==> config.mk <==
export PLATFORM = sky130hd
export DESIGN_NAME = restoring_divider
export DESIGN_NICKNAME = d
export VERILOG_FILES = /design/src/rtl/div_pkg.sv /design/src/rtl/div_step.sv /design/src/rtl/restoring_divider.sv
export SDC_FILE = /design/constraint.sdc
export NUM_CORES = 1
export LEC_CHECK = 0
export ABC_AREA = 1
export CAP_MARGIN = 5
export CORE_ASPECT_RATIO = 2
export CORE_MARGIN = 1
export CORE_UTILIZATION = 40
export DETAILED_ROUTE_END_ITERATION = 12
export PLACE_DENSITY_LB_ADDON = 0.08
export SKIP_LAST_GASP = 1
export SLEW_MARGIN = 10
export SYNTH_ARGS = -nofsm -noshare
export SYNTH_HDL_FRONTEND = slang
export SYNTH_SLANG_ARGS = --single-unit
==> constraint.sdc <==
create_clock -name clk -period 2.4 [get_ports clk]
set_input_delay 0.6 -clock clk [delete_from_list [all_inputs] [get_ports clk]]
set_output_delay 0.6 -clock clk [all_outputs]
set_load 0.1 [all_outputs]
==> src/rtl/div_pkg.sv <==
// -----------------------------------------------------------------------------
// div_pkg
// Shared definitions for the restoring divider:
//   - DEF_WIDTH : default operand/result width. It matches the multiplier
//                 datapath that sits beside the divider.
//   - DEF_CNT_W : iteration counter width for DEF_WIDTH.
//   - div_state_e : controller states.
// -----------------------------------------------------------------------------
package div_pkg;

    localparam int DEF_WIDTH = 16;
    localparam int DEF_CNT_W = $clog2(DEF_WIDTH + 1);

    typedef enum logic [1:0] {
        IDLE = 2'd0,
        RUN  = 2'd1,
        FIN  = 2'd2
    } div_state_e;

endpackage : div_pkg

==> src/rtl/div_step.sv <==
// -----------------------------------------------------------------------------
// div_step
// One combinational step of restoring division. The incoming quotient msb is
// shifted into the partial remainder. The divisor is then subtracted at
// WIDTH+1 bits, and the difference is kept only if it did not go negative.
//
// Ports:
//   r_i      partial remainder before this step (always < divisor)
//   q_msb_i  msb of the quotient/shift register, shifted into the remainder
//   d_i      divisor
//   r_o      partial remainder after this step
//   q_bit_o  quotient bit produced by this step
// -----------------------------------------------------------------------------
module div_step
    import div_pkg::*;
#(
    parameter int WIDTH = DEF_WIDTH
) (
    input  logic [WIDTH-1:0] r_i,
    input  logic             q_msb_i,
    input  logic [WIDTH-1:0] d_i,
    output logic [WIDTH-1:0] r_o,
    output logic             q_bit_o
);

    logic [WIDTH:0] r_shift;
    logic [WIDTH:0] diff;

    // NOTE: every output of a combinational block gets a default before any
    // conditional assignment, otherwise a latch is inferred.
    always_comb begin
        r_shift = {r_i, q_msb_i};
        // Two's-complement subtract: R + ~D + 1. A set msb means R < D.
        diff    = r_shift + ~{1'b0, d_i} + {{WIDTH{1'b0}}, 1'b1};
        r_o     = r_shift[WIDTH-1:0];
        q_bit_o = 1'b0;
        if (!diff[WIDTH]) begin
            r_o     = diff[WIDTH-1:0];
            q_bit_o = 1'b1;
        end
    end

endmodule : div_step

==> src/rtl/restoring_divider.sv <==
// -----------------------------------------------------------------------------
// restoring_divider
// Sequential unsigned divider that produces one quotient bit per clock.
// A start is accepted in IDLE or FIN. A non-zero divide spends WIDTH cycles in
// RUN and then one cycle in FIN, so the result appears WIDTH+1 cycles after
// acceptance. A zero divisor goes straight to FIN and finishes in one cycle.
// Results stay on the outputs until the next result replaces them.
//
// Ports:
//   clk          rising-edge clock
//   rst          synchronous active-high reset
//   start        division request, honoured only when not in RUN
//   dividend     unsigned dividend, sampled on an accepted start
//   divisor      unsigned divisor, sampled on an accepted start
//   busy         high in RUN and FIN
//   done         one-cycle pulse, result outputs just updated
//   quotient     registered quotient (all ones on divide by zero)
//   remainder    registered remainder (the dividend on divide by zero)
//   div_by_zero  set with done when the divisor was zero
// -----------------------------------------------------------------------------
module restoring_divider
    import div_pkg::*;
#(
    parameter int WIDTH = DEF_WIDTH
) (
    input  logic             clk,
    input  logic             rst,
    input  logic             start,
    input  logic [WIDTH-1:0] dividend,
    input  logic [WIDTH-1:0] divisor,
    output logic             busy,
    output logic             done,
    output logic [WIDTH-1:0] quotient,
    output logic [WIDTH-1:0] remainder,
    output logic             div_by_zero
);

    localparam int             CNT_W    = $clog2(WIDTH + 1);
    localparam logic [CNT_W-1:0] LAST_CNT = CNT_W'(WIDTH - 1);

    div_state_e       state_q;
    logic [CNT_W-1:0] cnt_q;
    // The restored remainder is always below the divisor, so its top bit is
    // always zero. Only the shifted value inside div_step needs WIDTH+1 bits.
    logic [WIDTH-1:0] r_q;
    logic [WIDTH-1:0] q_q;
    logic [WIDTH-1:0] d_q;
    logic             dbz_q;

    logic             busy_q;
    logic             done_q;
    logic [WIDTH-1:0] quotient_q;
    logic [WIDTH-1:0] remainder_q;
    logic             div_by_zero_q;

    logic [WIDTH-1:0] r_d;
    logic [WIDTH-1:0] q_d;
    logic             q_bit;
    logic             accept;

    div_step #(.WIDTH(WIDTH)) u_step (
        .r_i     (r_q),
        .q_msb_i (q_q[WIDTH-1]),
        .d_i     (d_q),
        .r_o     (r_d),
        .q_bit_o (q_bit)
    );

    assign q_d    = {q_q[WIDTH-2:0], q_bit};
    // FIN accepts a start as IDLE does, which allows back-to-back operation.
    assign accept = start && (state_q != RUN);

    // NOTE: sequential state uses non-blocking assignments only. Every
    // register then samples pre-edge values, whatever the statement order.
    always_ff @(posedge clk) begin
        if (rst) begin
            state_q       <= IDLE;
            cnt_q         <= '0;
            r_q           <= '0;
            q_q           <= '0;
            d_q           <= '0;
            dbz_q         <= 1'b0;
            busy_q        <= 1'b0;
            done_q        <= 1'b0;
            quotient_q    <= '0;
            remainder_q   <= '0;
            div_by_zero_q <= 1'b0;
        end else begin
            done_q <= 1'b0;

            unique case (state_q)
                IDLE: ;
                RUN: begin
                    r_q   <= r_d;
                    q_q   <= q_d;
                    cnt_q <= cnt_q + CNT_W'(1);
                    if (cnt_q == LAST_CNT) begin
                        state_q <= FIN;
                    end
                end
                FIN: begin
                    done_q        <= 1'b1;
                    quotient_q    <= q_q;
                    remainder_q   <= r_q;
                    div_by_zero_q <= dbz_q;
                    state_q       <= IDLE;
                    busy_q        <= 1'b0;
                end
                default: state_q <= IDLE;
            endcase

            // This block comes after the case, so it overrides FIN's return to
            // IDLE when a new operation is accepted in the same cycle.
            if (accept) begin
                busy_q <= 1'b1;
                if (divisor == '0) begin
                    q_q     <= '1;
                    r_q     <= dividend;
                    dbz_q   <= 1'b1;
                    state_q <= FIN;
                end else begin
                    q_q     <= dividend;
                    d_q     <= divisor;
                    r_q     <= '0;
                    cnt_q   <= '0;
                    dbz_q   <= 1'b0;
                    state_q <= RUN;
                    // In FIN the flag is presented together with the finishing
                    // result, so it is cleared early only from IDLE.
                    if (state_q == IDLE) begin
                        div_by_zero_q <= 1'b0;
                    end
                end
            end
        end
    end

    assign busy        = busy_q;
    assign done        = done_q;
    assign quotient    = quotient_q;
    assign remainder   = remainder_q;
    assign div_by_zero = div_by_zero_q;

endmodule : restoring_divider

**Word level (Yosys, flattened, before mapping)**

Cells that the tools add are included.
Widths: inputs -> output; s select.

- Flip-flop bits (word level): 91
- Input bits: 35
- Output and inout port bits: 35
- Logic and storage cells: 52

- Add/subtract/negate cells: 3
- Equality and inequality tests: 6
- Multiplexer cells: 23
- Bitwise gates (word level): 2
- Reduce and logical (&&, ||, !) cells: 7

Operator list:

| cell | count |
|---|---|
| $mux 16 | 7 |
| $add 17x1->17 const B | 1 |
| $add 17x17->17 | 1 |
| $not 16->17 | 1 |
| $logic_not 16->1 | 1 |
| $mux 5 | 3 |
| $mux 1 | 9 |
| $mux 2 | 3 |
| $add 5x1->5 const B | 1 |
| $eq 5x4->1 const B | 1 |
| $pmux 2 s2 | 1 |
| $reduce_and 2->1 | 2 |
| $reduce_bool 2->1 | 2 |
| $ne 3x3->1 const B | 1 |
| $eq 2x1->1 const B | 1 |
| $eq 2x2->1 const B | 1 |
| $logic_not 2->1 | 1 |
| $ne 2x1->1 const B | 1 |
| $ne 2x2->1 const B | 1 |
| $logic_and 1x1->1 | 1 |
| $not 1->1 | 1 |

**Longest topological paths before layout**

Gate-level depths: netlist of the first run.

- Depth in word-level cells: 6
- Depth in mapped cells: 16
- Gate-level depth less buffers: 16

**By module**

A second synthesis of the first run with hierarchy kept.

- Cell total of the unflattened synthesis: 789
- Area total of the unflattened synthesis: 5159.9 sq um

Modules (own cells, without submodules):

| module | times used | cells an instance | area an instance (sq um) | seq. area each (sq um) |
|---|---|---|---|---|
| restoring_divider | 1 | 507 | 3709.8 | 1821.7 |
| div_step | 1 | 282 | 1450.1 | 0.0 |

**Least setup slack after synthesis of the first run**

No wires, ideal clock.

- Path kind: reg-to-reg
- From: register q_q[15]
- To: register r_q[15]
- Library setup time: 131 ps
- Arrival time: 1962 ps
- Required time: 2269 ps
- Slack: 308 ps
- Stages on the path, launching flop included: 17
- Path buffers: 1
- Clock period less this slack: 2092 ps
- Cell sequence: dfxtp_1 inv_1 ha_1 fa_1 inv_1 nand2_1 nand2_1 nand3_2 nand2_2 nand2_2 nand2_2 nand2_4 nand2_4 buf_12 nand2_4 nand3_2 a21oi_2

- Longest elaborated chain between the ends: 5

Ends and longest elaborated chain:

| element | RTL line | text |
|---|---|---|
| start: declaration | restoring_divider.sv:46 | `logic [WIDTH-1:0] q_q;` |
| start signal: assignment | restoring_divider.sv:95 | `q_q <= q_d;` |
| start signal: assignment | restoring_divider.sv:122 | `q_q <= dividend;` |
| $add 17x17->17 | div_step.sv:34 | `diff = r_shift + ~{1'b0, d_i} + {{WIDTH{1'b0}}, 1'b1};` |
| $add 17x1->17 | div_step.sv:34 |  |
| $mux 16 | div_step.sv:37 | `if (!diff[WIDTH]) begin` |
| $mux 16 | restoring_divider.sv:91 | `unique case (state_q)` |
| $mux 16 | restoring_divider.sv:114 | `if (accept) begin` |
| end signal: assignment | restoring_divider.sv:94 | `r_q <= r_d;` |
| end signal: assignment | restoring_divider.sv:118 | `r_q <= dividend;` |
| end: declaration | restoring_divider.sv:45 | `logic [WIDTH-1:0] r_q;` |

No other way between the ends. The select of a mux whose other input is x is not followed.
A chain may end at the register's enable or synchronous reset.

**Worst setup path in the final report of the first run**

- From: register q_q[15]
- To: register r_q[4]

Same word-level chain as after synthesis.

==> summary.txt, run 1 <==
Run status = finished, final reports clean
Dpl hpwl = 12600 um
YS warnings = 0
Launching element type of the critical path = register
Time the final worst path needs with I/O delays and setup = 2.19 ns
Routed length per placed instance = 16.8 um
Final number of setup-violating endpoints = 0
Clock input transition at the sequential cells of the worst setup and hold paths = 0.07 ns
PortBufs = 69
Worst relative slew slack = 0.684
Total overflow reported by the global router = 0
First DRT Iteration DRCs = 215
Cts bufs inserted = 9
Share of the core filled with cells in the final layout = 0.514
Largest net degree at the start of global routing = 46
Critical Path RT = 2.68 ns
Critical Path End Type = register
Least setup slack across all paths after layout = 0.208 ns
Height of the die = 161 um
Syn-to-layout area delta = 24.2%
Number of standard cells after synthesis = 720
Final Hold Vio Count = 0
LEAKAGE = 2.98 nW
Cell chosen for the clock root = clkbuf_16
Ratio of routed vias to standard cells = 5.11
Hold Path Class = register to register
Number of synthesized flops with an enable pin = 0
Total Routed Length = 15900 um
Deepest clock path buffer count = 2
Number of levels in the clock H-tree = 3
Top-level port count = 70
Clock network latency to the later pin of the worst-skew pair = 0.35 ns
Initial antenna violation count = 0
Post-synthesis net count = 774
Async set-or-reset flop fraction in the synthesized netlist = 0
Global routing usage summed across all routing layers = 0.254
Final setup skew = 0.00879 ns
Setup repair after global routing missed its margin = no
Via count = 4849
Starting utilization of the core area = 0.414
Count of unresolved DRC violations after routing = 0
Library cells used by synthesis = 40
Diodes inserted = 0
Clock tree from TritonCTS = built
Core region area = 0.0122 mm^2
Number of standard-cell rows in the floorplan = 57
Final Max Tran Viols = 0
Largest driver fanout on the critical path = 9
Via count of the first global-routing pass = 4761
# Max-Cap Violations = 0
Worst Setup Slack post-DPL = -0.0180 ns
Proportion of synthesized chip area in sequential cells = 0.361
Die Footprint = 0.0131 mm^2
Measured slew at the worst slew-check pin = 0.474 ns
Total power density per cell area = 922 mW/mm^2
Critical Path AT = 2.47 ns
VDD IR max = 434 uV
Wire length of the first global-routing pass = 24700 um
Setup Crit Path Kind = register to register
Final weighted congestion of routability-driven global placement = 0.942
Mean Syn Cell Area = 7.00 um^2
Top FF cell, synth = dfxtp_1
Cts-stage hold buffer count = 0
Cell area after synthesis = 0.00504 mm^2
Yosys reg bits = 91
Final critical-path share of the clock period = 0.913
First-pass iteration count of the detailed router = 4
Count of nets after finishing = 850
Maximum clock frequency = 456 MHz
Share of post-route cells with drive strength above 1 = 0.170
Total number of clock tree sinks = 91
Final ANT Viol Nets = 0
Die width = 81.4 um
-- per-layer routing --
| layer | vias up | wire length (um) | track usage |
|---|---|---|---|
| met4 | 0 | 595 | 0.110 |
| met1 | 2276 | 5810 | 0.254 |
| met2 | 77 | 9220 | 0.497 |
| li1 | 2471 | - | - |
| met5 | - | 0 | 0 |
| met3 | 25 | 293 | 0.0239 |
-- repair_timing --
item	CTS	global route
setup endpoints to repair	0	16
setup buffers	0	1
endpoints found under the hold margin	0	0
resized for setup	0	6
-- layout make-up --
| class | count | area (um^2) |
|---|---|---|
| inverter | 111 | 417 |
| clock inverter | 7 | 72.6 |
| sequential | 91 | 1820 |
| timing repair buffer | 98 | 878 |
| fill | 1278 | 5930 |
| multi-input combinational | 485 | 2670 |
| tap | 147 | 184 |
| clock buffer | 9 | 225 |
-- worst max-delay path: stages (launching register included) --
cell and delay, ns:
dfxtp_1 0.34, inv_1 0.08, ha_1 0.22, fa_2 0.37, inv_2 0.08, nand2_1 0.06
nand2_2 0.08, nand3_2 0.07, nand2_2 0.08, nand2_2 0.08, nand3_4 0.14, nand2_8 0.10
buf_12 0.17, nand2_4 0.06, nand3_2 0.06, a21oi_2 0.14
-- flip-flops by register name, indices dropped and copies added, names as in the netlist --
name / count
quotient: 16
busy: 1
d_q: 16
state_q: 2
q_q: 16
remainder: 16
div_by_zero: 1
dbz_q: 1
r_q: 16
done: 1
cnt_q: 5
-- cell usage after synthesis (all sizes together) (2+ instances only) --
master / count / area share
a211oi: 2 / 0.0030
a21oi: 93 / 0.10
and2: 4 / 0.0050
buf: 10 / 0.014
clkbuf: 23 / 0.018
dfxtp: 91 / 0.36
ha: 18 / 0.045
inv: 111 / 0.083
nand2: 150 / 0.13
nand3: 47 / 0.060
nand4: 6 / 0.0074
nor2: 52 / 0.041
nor3: 2 / 0.0020
nor4: 3 / 0.0050
o211ai: 2 / 0.0030
o21ai: 89 / 0.088
or2: 2 / 0.0030
xnor2: 2 / 0.0035
xor2: 7 / 0.012
-- worst paths after layout --
path / endpoint / cells past startpoint / slack (ns) / startpoint
max: r_q[4] / 15 / 0.21 / q_q[15]
min: d_q[7] / 2 / 0.46 / d_q[7]
max reg2reg: r_q[4] / 15 / 0.21 / q_q[15]
min reg2reg: d_q[7] / 2 / 0.46 / d_q[7]
-- through the flow --
stage / power [W] / cell area (um^2) / cells / setup TNS [ns] / hold WS, ns
after floorplan: 0.00366 / 5040 / 720 / 0 / 0.426
after global placement: 0.00433 / 5940 / 931 / -0.0464 / 0.454
after detailed placement: 0.00435 / 5940 / 931 / -0.0318 / 0.457
after CTS: 0.00578 / 6240 / 947 / 0 / 0.468
after global routing: 0.00615 / 6260 / 948 / 0 / 0.478
final: 0.00577 / 6260 / 948 / 0 / 0.463
-- power breakdown --
part	internal [W]	switching [W]	leakage (nW)	total, W
combinational	0.000899	0.00171	2.10	0.00261
clock	0.000734	0.000690	0.136	0.00142
sequential	0.00165	0.0000968	0.747	0.00174
-- cell families (layout without fill, tap and decap cells) --
kind of cell / after synthesis / after routing / share of synthesized area
simple gates: 268 / 268 / 0.260
xor+xnor: 9 / 9 / 0.0156
fa+ha+maj: 19 / 19 / 0.0486
compound gates: 189 / 189 / 0.200
buf+inv: 144 / 225 / 0.114
flops: 91 / 91 / 0.361
-- placed cells by master (no fill, tap or decap), types with 2 or more instances in the layout --
cell type and n:
a211oi_1 2, a21oi_1 81, a21oi_2 12, and2_1 3
buf_12 4, buf_4 58, buf_6 2, clkbuf_16 9
clkdlybuf4s50_1 34, clkinvlp_4 3, dfxtp_1 91, ha_1 18
inv_1 108, inv_2 3, inv_8 3, nand2_1 129
nand2_2 9, nand2_4 11, nand3_1 35, nand3_2 11
nand4_1 6, nor2_1 48, nor2_2 2, nor2_4 2
nor3_1 2, nor4_1 2, o211ai_1 2, o21ai_0 89
xnor2_1 2, xor2_1 7
Note: power is estimated with default switching activity, not from simulation.
==> run 2, diff against run 1 <==
==> constraint.sdc (replaced) <==
create_clock -name clk -period 2.4 [get_ports clk]
set_input_delay 0.36 -clock clk [delete_from_list [all_inputs] [get_ports clk]]
set_output_delay 0.36 -clock clk [all_outputs]
set_load 0.1 [all_outputs]
==> run 2 against run 1 <==
Flip-flop and latch count unchanged. Clock-buffer cell count unchanged. Critical path type unchanged. Combinational power fell by 3%. Clock power hardly changed. Hold slack better by 0.0010 ns. Global-route usage is 0.32 points lower. Critical path depth is 1 higher. Largest cell class unchanged. Via count is 1.2% lower. Largest power group unchanged. Register-to-register slack lost 0.05 ns.
==> summary.txt, run 2 (synthesis gave the netlist of run 1 again) <==
Final setup skew = 0.0108 ns (+0.00198 ns)
Resized cells post-CTS = 0 (unchanged)
Number of levels in the clock H-tree = 3 (unchanged)
Final Hold Vio Count = 0 (unchanged)
Via count = 4789 (-1.2%)
DP Area = 0.00587 mm^2 (-1.2%)
Final Max Tran Viols = 0 (unchanged)
Routed length per placed instance = 16.6 um (-0.93%)
Total overflow reported by the global router = 0 (unchanged)
Dpl hpwl = 12500 um (-1.1%)
Critical Path AT = 2.46 ns (about the same)
Cell chosen for the clock root = clkbuf_16
# Max-Cap Violations = 0 (unchanged)
Cell internal power dissipation = 0.00323 W (-1.5%)
PortBufs = 69 (unchanged)
Count of nets after finishing = 841 (-1.1%)
Global routing usage summed across all routing layers = 0.250 (-0.00319)
Setup repair after global routing missed its margin = no
Net switching power of the design = 0.00247 W (-1.1%)
Clock network fraction of total power = 0.247 (about the same)
Critical Path RT = 2.62 ns (-0.06 ns)
Most common cell after layout, fill and taps aside = nand2_1
First DRT Iteration DRCs = 226 (+5.1%)
Starting utilization of the core area = 0.414 (unchanged)
Deepest clock path buffer count = 2 (unchanged)
Least setup slack across all paths after layout = 0.160 ns (-0.0487 ns)
LEAKAGE = 2.93 nW (-1.7%)
Footprint of the flip-flops and latches = 0.00182 mm^2 (unchanged)
Top-level port count = 70 (unchanged)
Share of the core filled with cells in the final layout = 0.505 (-0.00821)
Setup Crit Path Kind = register to register
Launching element type of the critical path = register
Hold Path Class = register to register
Worst relative slew slack = 0.628 (-0.0556)
Die width = 81.4 um (unchanged)
Height of the die = 161 um (unchanged)
Final ANT Viol Nets = 0 (unchanged)
Count of buffers added by post-CTS timing repair for setup = 0 (unchanged)
Run status = finished, final reports clean
Share of total power consumed by net switching = 0.433 (+0.00105)
Total number of clock tree sinks = 91 (unchanged)
Wire length of the first global-routing pass = 24100 um (-2.4%)
Final critical-path share of the clock period = 0.934 (+0.0203)
Core region area = 0.0122 mm^2 (unchanged)
Time the final worst path needs with I/O delays and setup = 2.24 ns (+0.0487 ns)
Filler cells = 1255 (-1.8%)
Via count of the first global-routing pass = 4661 (-2.1%)
Fraction of power consumed by sequential logic = 0.306 (+0.004)
Initial antenna violation count = 0 (unchanged)
First-pass iteration count of the detailed router = 4 (unchanged)
Count of unresolved DRC violations after routing = 0 (unchanged)
Final number of setup-violating endpoints = 0 (unchanged)
Largest driver fanout on the critical path = 11 (+2)
Clock input transition at the sequential cells of the worst setup and hold paths = 0.07 ns (about the same)
Final weighted congestion of routability-driven global placement = 0.892 (-5.3%)
Maximum clock frequency = 446 MHz (-2.2%)
Clock tree from TritonCTS = built
Share of post-route cells with drive strength above 1 = 0.159 (-0.0107)
Ratio of routed vias to standard cells = 5.10 (-0.29%)
Total Routed Length = 15600 um (-1.9%)
Largest net degree at the start of global routing = 55 (+20%)
Total power density per cell area = 924 mW/mm^2 (+0.28%)
Diodes inserted = 0 (unchanged)
Commonest cells after routing, fill and taps aside = nand2_1 (130), inv_1 (108), dfxtp_1 (91), o21ai_0 (89), a21oi_1 (81)
Critical Path End Type = register
Cts-stage hold buffer count = 0 (unchanged)
Syn-to-layout area delta = 22.2%
Measured slew at the worst slew-check pin = 0.557 ns (+0.0833 ns)
Clock network latency to the later pin of the worst-skew pair = 0.34 ns (about the same)
Smallest hold slack = 0.464 ns (+0.00102 ns)
Cts bufs inserted = 9 (unchanged)
Die Footprint = 0.0131 mm^2 (unchanged)
Number of standard-cell rows in the floorplan = 57 (unchanged)
Total area of multi-input combinational cells = 0.00266 mm^2 (-0.42%)
Combinational fraction of design power = 0.447 (-0.004)
Aggregate negative setup slack = 0 ns (unchanged)
Worst Setup Slack post-DPL = 0.0742 ns (+0.0922 ns)
VDD IR max = 554 uV (+28%)
Post-route cell area = 0.00616 mm^2 (-1.6%)
run 2: cell types whose count changed in the layout (fill, tap and decap cells not counted), sizes merged:
cell,before,now
buf,64,55
clkinvlp,3,2
clkinv,1,2
run 2: final cells by class:
class                   instances  share of cell area
clock inverters                 7              0.0116
inverters                     111              0.0676
flip-flops and latches         91               0.296
multi-input cells             485               0.431
repair buffers                 89               0.128
well taps                     147              0.0298
clock buffers                   9              0.0365
run 2: per-stage QoR:
| stage | instances | total power [W] |
|---|---|---|
| 6_report | 939 | 0.00570 |
| 5_1_grt | 939 | 0.00607 |
| 4_1_cts | 939 | 0.00575 |
| 3_5_place_dp | 923 | 0.00433 |
| 3_3_place_gp | 923 | 0.00431 |
| 2_1_floorplan | 720 | 0.00366 |
run 2: power groups by stage:
stage | clock [W] | combinational [W] | sequential, W
finish | 0.00141 | 0.00254 | 0.00174
global route | 0.00149 | 0.00282 | 0.00176
CTS | 0.00145 | 0.00257 | 0.00174
detailed placement | 0 | 0.00256 | 0.00178
global placement | 0 | 0.00254 | 0.00177
floorplan | 0 | 0.00173 | 0.00193
run 2: path summary, 6_finish.rpt:
kind                start      to  slack, ns  depth (start not counted)
setup / recovery  q_q[15]  r_q[7]       0.16                         16
hold reg to reg      busy    busy       0.46                          2
hold / removal       busy    busy       0.46                          2
setup reg to reg  q_q[15]  r_q[7]       0.16                         16
run 2: critical path, cell delays in order, from the launching register on:
cell and delay [ns]:
dfxtp_1 0.33, inv_1 0.08, ha_1 0.22, fa_2 0.37, inv_2 0.08, nand2_1 0.05, nand2_1 0.11, nand3_2 0.08
nand2_2 0.09, nand2_2 0.08, nand2_2 0.08, nand2_4 0.05, nand2_4 0.18, buf_12 0.17, nand2_4 0.05, nand3_2 0.06
a21oi_2 0.05
run 2: layer usage:
layer	wire, um	up-vias	global-route usage
li1	-	2456	-
met4	813	0	0.142
met1	5550	2206	0.236
met5	0	-	0
met2	8840	93	0.488
met3	412	34	0.0290
==> run 3, diff against run 2 <==
Settings changed: SKIP_LAST_GASP 1 to default, SYNTH_HIERARCHICAL from default to 1.
==> run 3 against run 2 <==
Critical path depth unchanged. Wire length down 5.7%. Cell count grew 8.2%. Combinational power fell by 31%. Flip-flop and latch count stayed put. Clock skew increased by 0.0023 ns. First-iteration DRC count down 10%. Die area is 2.3% higher. Critical path type unchanged.
==> summary.txt, run 3 <==
Run status = finished, final reports clean
Cell type with the highest aggregate area in the netlist = dfxtp_1
Library cells used by synthesis = 32 (-20%)
Mean Syn Cell Area = 6.54 um^2 (-6.6%)
Setup Crit Path Kind = register to register
Cts bufs inserted = 9 (unchanged)
Clock network latency to the later pin of the worst-skew pair = 0.34 ns (about the same)
Proportion of synthesized chip area in sequential cells = 0.353 (-0.00815)
Least setup slack across all paths after layout = 0.0654 ns (-0.0941 ns)
Largest driver fanout on the critical path = 7 (-4)
DP Area = 0.00587 mm^2 (+0.13%)
Filler cells = 1324 (+5.5%)
Reg-to-reg slack, setup = 0.07 ns (-0.09 ns)
Launching element type of the critical path = register
Cts-stage hold buffer count = 0 (unchanged)
Synth area leaders = dfxtp_1 (35%), nand2_1 (13%), nor2_1 (8.7%), o21ai_0 (8.3%), inv_1 (7.2%)
YS warnings = 6 (+6)
Routed length per placed instance = 14.5 um (-13%)
Cell area after synthesis = 0.00516 mm^2 (+2.3%)
Post-Place Cells = 990 (+7.3%)
Total overflow reported by the global router = 0 (unchanged)
Clock tree from TritonCTS = built
Share of post-route cells with drive strength above 1 = 0.158 (-0.000892)
Post-route total power = 0.00495 W (-13%)
Measured slew at the worst slew-check pin = 0.474 ns (-0.0837 ns)
Hold Path Class = register to register
PortBufs = 69 (unchanged)
Clock input transition at the sequential cells of the worst setup and hold paths = 0.07 ns (about the same)
Critical Path AT = 2.62 ns (+0.16 ns)
Final Max Tran Viols = 0 (unchanged)
Worst relative slew slack = 0.683 (+0.0555)
Die Footprint = 0.0134 mm^2 (+2.3%)
Time the final worst path needs with I/O delays and setup = 2.33 ns (+0.0941 ns)
Hold Path End = q_q[5]
Number of synthesized flops with an enable pin = 0 (unchanged)
Worst Setup Slack post-DPL = 0.0192 ns (-0.0550 ns)
Count of nets after finishing = 916 (+8.9%)
Total Routed Length = 14700 um (-5.7%)
Final setup skew = 0.0130 ns (+0.00227 ns)
Hold Path Stages = 2 (unchanged)
Deepest clock path buffer count = 2 (unchanged)
Diodes inserted = 0 (unchanged)
First-pass iteration count of the detailed router = 4 (unchanged)
Most common cell after layout, fill and taps aside = nand2_1
First DRT Iteration DRCs = 203 (-10%)
Top-area cell type share of the netlist area = 0.353 (-0.00815)
Dpl hpwl = 11000 um (-12%)
Number of levels in the clock H-tree = 3 (unchanged)
Via count of the first global-routing pass = 4796 (+2.9%)
Ratio of routed vias to standard cells = 4.99 (-2.2%)
Die width = 82.3 um (+1.1%)
Most frequent cell after synthesis = nand2_1
Total power density per cell area = 772 mW/mm^2 (-16%)
LEAKAGE = 3.07 nW (+4.8%)
Post-synthesis net count = 843 (+8.9%)
Setup repair after global routing missed its margin = yes
Cell chosen for the clock root = clkbuf_16
Final Hold Vio Count = 0 (unchanged)
Height of the die = 163 um (+1.1%)
VDD IR max = 490 uV (-11%)
Top FF cell, synth = dfxtp_1
Start point of the worst hold path = q_q[5]
# Max-Cap Violations = 0 (unchanged)
Initial antenna violation count = 0 (unchanged)
Wire length of the first global-routing pass = 23100 um (-4.2%)
Post-route cell area = 0.00641 mm^2 (+3.9%)
Leading post-synthesis cells by instance count = nand2_1 (182), nor2_1 (119), inv_1 (99), dfxtp_1 (91), o21ai_0 (86)
Critical R2R Capture = r_q[10]
Number of standard-cell rows in the floorplan = 58 (+1.8%)
Aggregate negative setup slack = 0 ns (unchanged)
Top-level port count = 70 (unchanged)
Final critical-path share of the clock period = 0.973 (+0.0392)
Syn-to-layout area delta = 24.2%
Global routing usage summed across all routing layers = 0.227 (-0.0239)
Startpoint of the worst-slack reg-to-reg timing path = d_q[0]
Total number of clock tree sinks = 91 (unchanged)
Yosys reg bits = 91 (unchanged)
Critical Path End Type = register
Count of unresolved DRC violations after routing = 0 (unchanged)
Critical Path RT = 2.68 ns (+0.06 ns)
Via count = 5069 (+5.8%)
Final ANT Viol Nets = 0 (unchanged)
Starting utilization of the core area = 0.411 (-0.00256)
Filler-free cell count of the finished design = 1016 (+8.2%)
Number of standard cells after synthesis = 789 (+9.6%)
Maximum clock frequency = 428 MHz (-4.0%)
Largest net degree at the start of global routing = 44 (-20%)
Final weighted congestion of routability-driven global placement = 0.842 (-5.6%)
Core region area = 0.0126 mm^2 (+2.9%)
Commonest cells after routing, fill and taps aside = nand2_1 (179), nor2_1 (119), inv_1 (97), dfxtp_1 (89), o21ai_0 (86)
Async set-or-reset flop fraction in the synthesized netlist = 0 (unchanged)
Worst-case reg-to-reg path depth = 16 (unchanged)
Final number of setup-violating endpoints = 0 (unchanged)
run 3: worst max path at each step:
stage	endpoint	slack, ns	start
floorplan	r_q[6]	0.17	q_q[15]
global placement	r_q[10]	0.11	q_q[15]
detailed placement	r_q[0]	0.02	q_q[15]
CTS	r_q[10]	-0.002	q_q[15]
global route	r_q[2]	-0.08	q_q[15]
finish	r_q[10]	0.07	d_q[0]
run 3: final cells by class:
| class | count | area [um^2] | share of cell area |
|---|---|---|---|
| clock buffer | 10 | 229 | 0.0357 |
| clock inverter | 5 | 78.8 | 0.0123 |
| tap | 150 | 188 | 0.0293 |
| inverter | 107 | 402 | 0.0627 |
| multi-input combinational | 561 | 2880 | 0.450 |
| timing repair buffer | 92 | 805 | 0.126 |
| sequential | 91 | 1820 | 0.285 |
run 3: cell families after synthesis:
family                   share of synthesized area
AND/OR/NAND/NOR                              0.325
AO/OA/AOI/OAI                                0.141
XOR/XNOR                                    0.0153
adder cells (fa/ha/maj)                     0.0475
flip-flops                                   0.353
buffers and inverters                        0.119
run 3: per-stage QoR:
stage / util / hold WS (ns)
final: 0.510 / 0.466
after global routing: 0.510 / 0.477
after CTS: 0.496 / 0.464
after detailed placement: 0.468 / 0.452
after global placement: 0.468 / 0.453
after floorplan: - / 0.439
run 3: report_power, final:
| group | internal, W | leakage [nW] | switching [W] | total (W) |
|---|---|---|---|---|
| clock | 0.000906 | 0.152 | 0.000605 | 0.00151 |
| sequential | 0.00162 | 0.747 | 0.0000760 | 0.00170 |
| combinational | 0.000594 | 2.17 | 0.00115 | 0.00174 |
| total | 0.00312 | 3.07 | 0.00183 | 0.00495 |
run 3: metal layers:
metal | global-route usage | up-vias | routed length [um]
met1 | 0.249 | 2351 | 5940
met2 | 0.427 | 89 | 8010
met4 | 0.0797 | 0 | 390
met5 | 0 | - | 0
li1 | - | 2611 | -
met3 | 0.0252 | 18 | 398
run 3: repair_timing:
action / 4_1_cts / 5_1_grt
gates cloned: 1 / 4
endpoints found under the setup margin: 3 / 17
setup buffers: 1 / 5
gates resized for setup: 2 / 27
pin swaps: 1 / 22
run 3: worst max-delay path: stages (launching register included):
cell and delay (ns):
dfxtp_1 0.36, ha_4 0.18, fa_2 0.40, inv_2 0.07, nand2_1 0.05, nand2_1 0.08
nand3_1 0.08, nand2_2 0.11, nand2_4 0.08, nand3_4 0.22, buf_12 0.16, nand3_2 0.08
nand2_2 0.07, nand2_1 0.06, nand2_2 0.09, a21oi_2 0.04, nor2_1 0.12
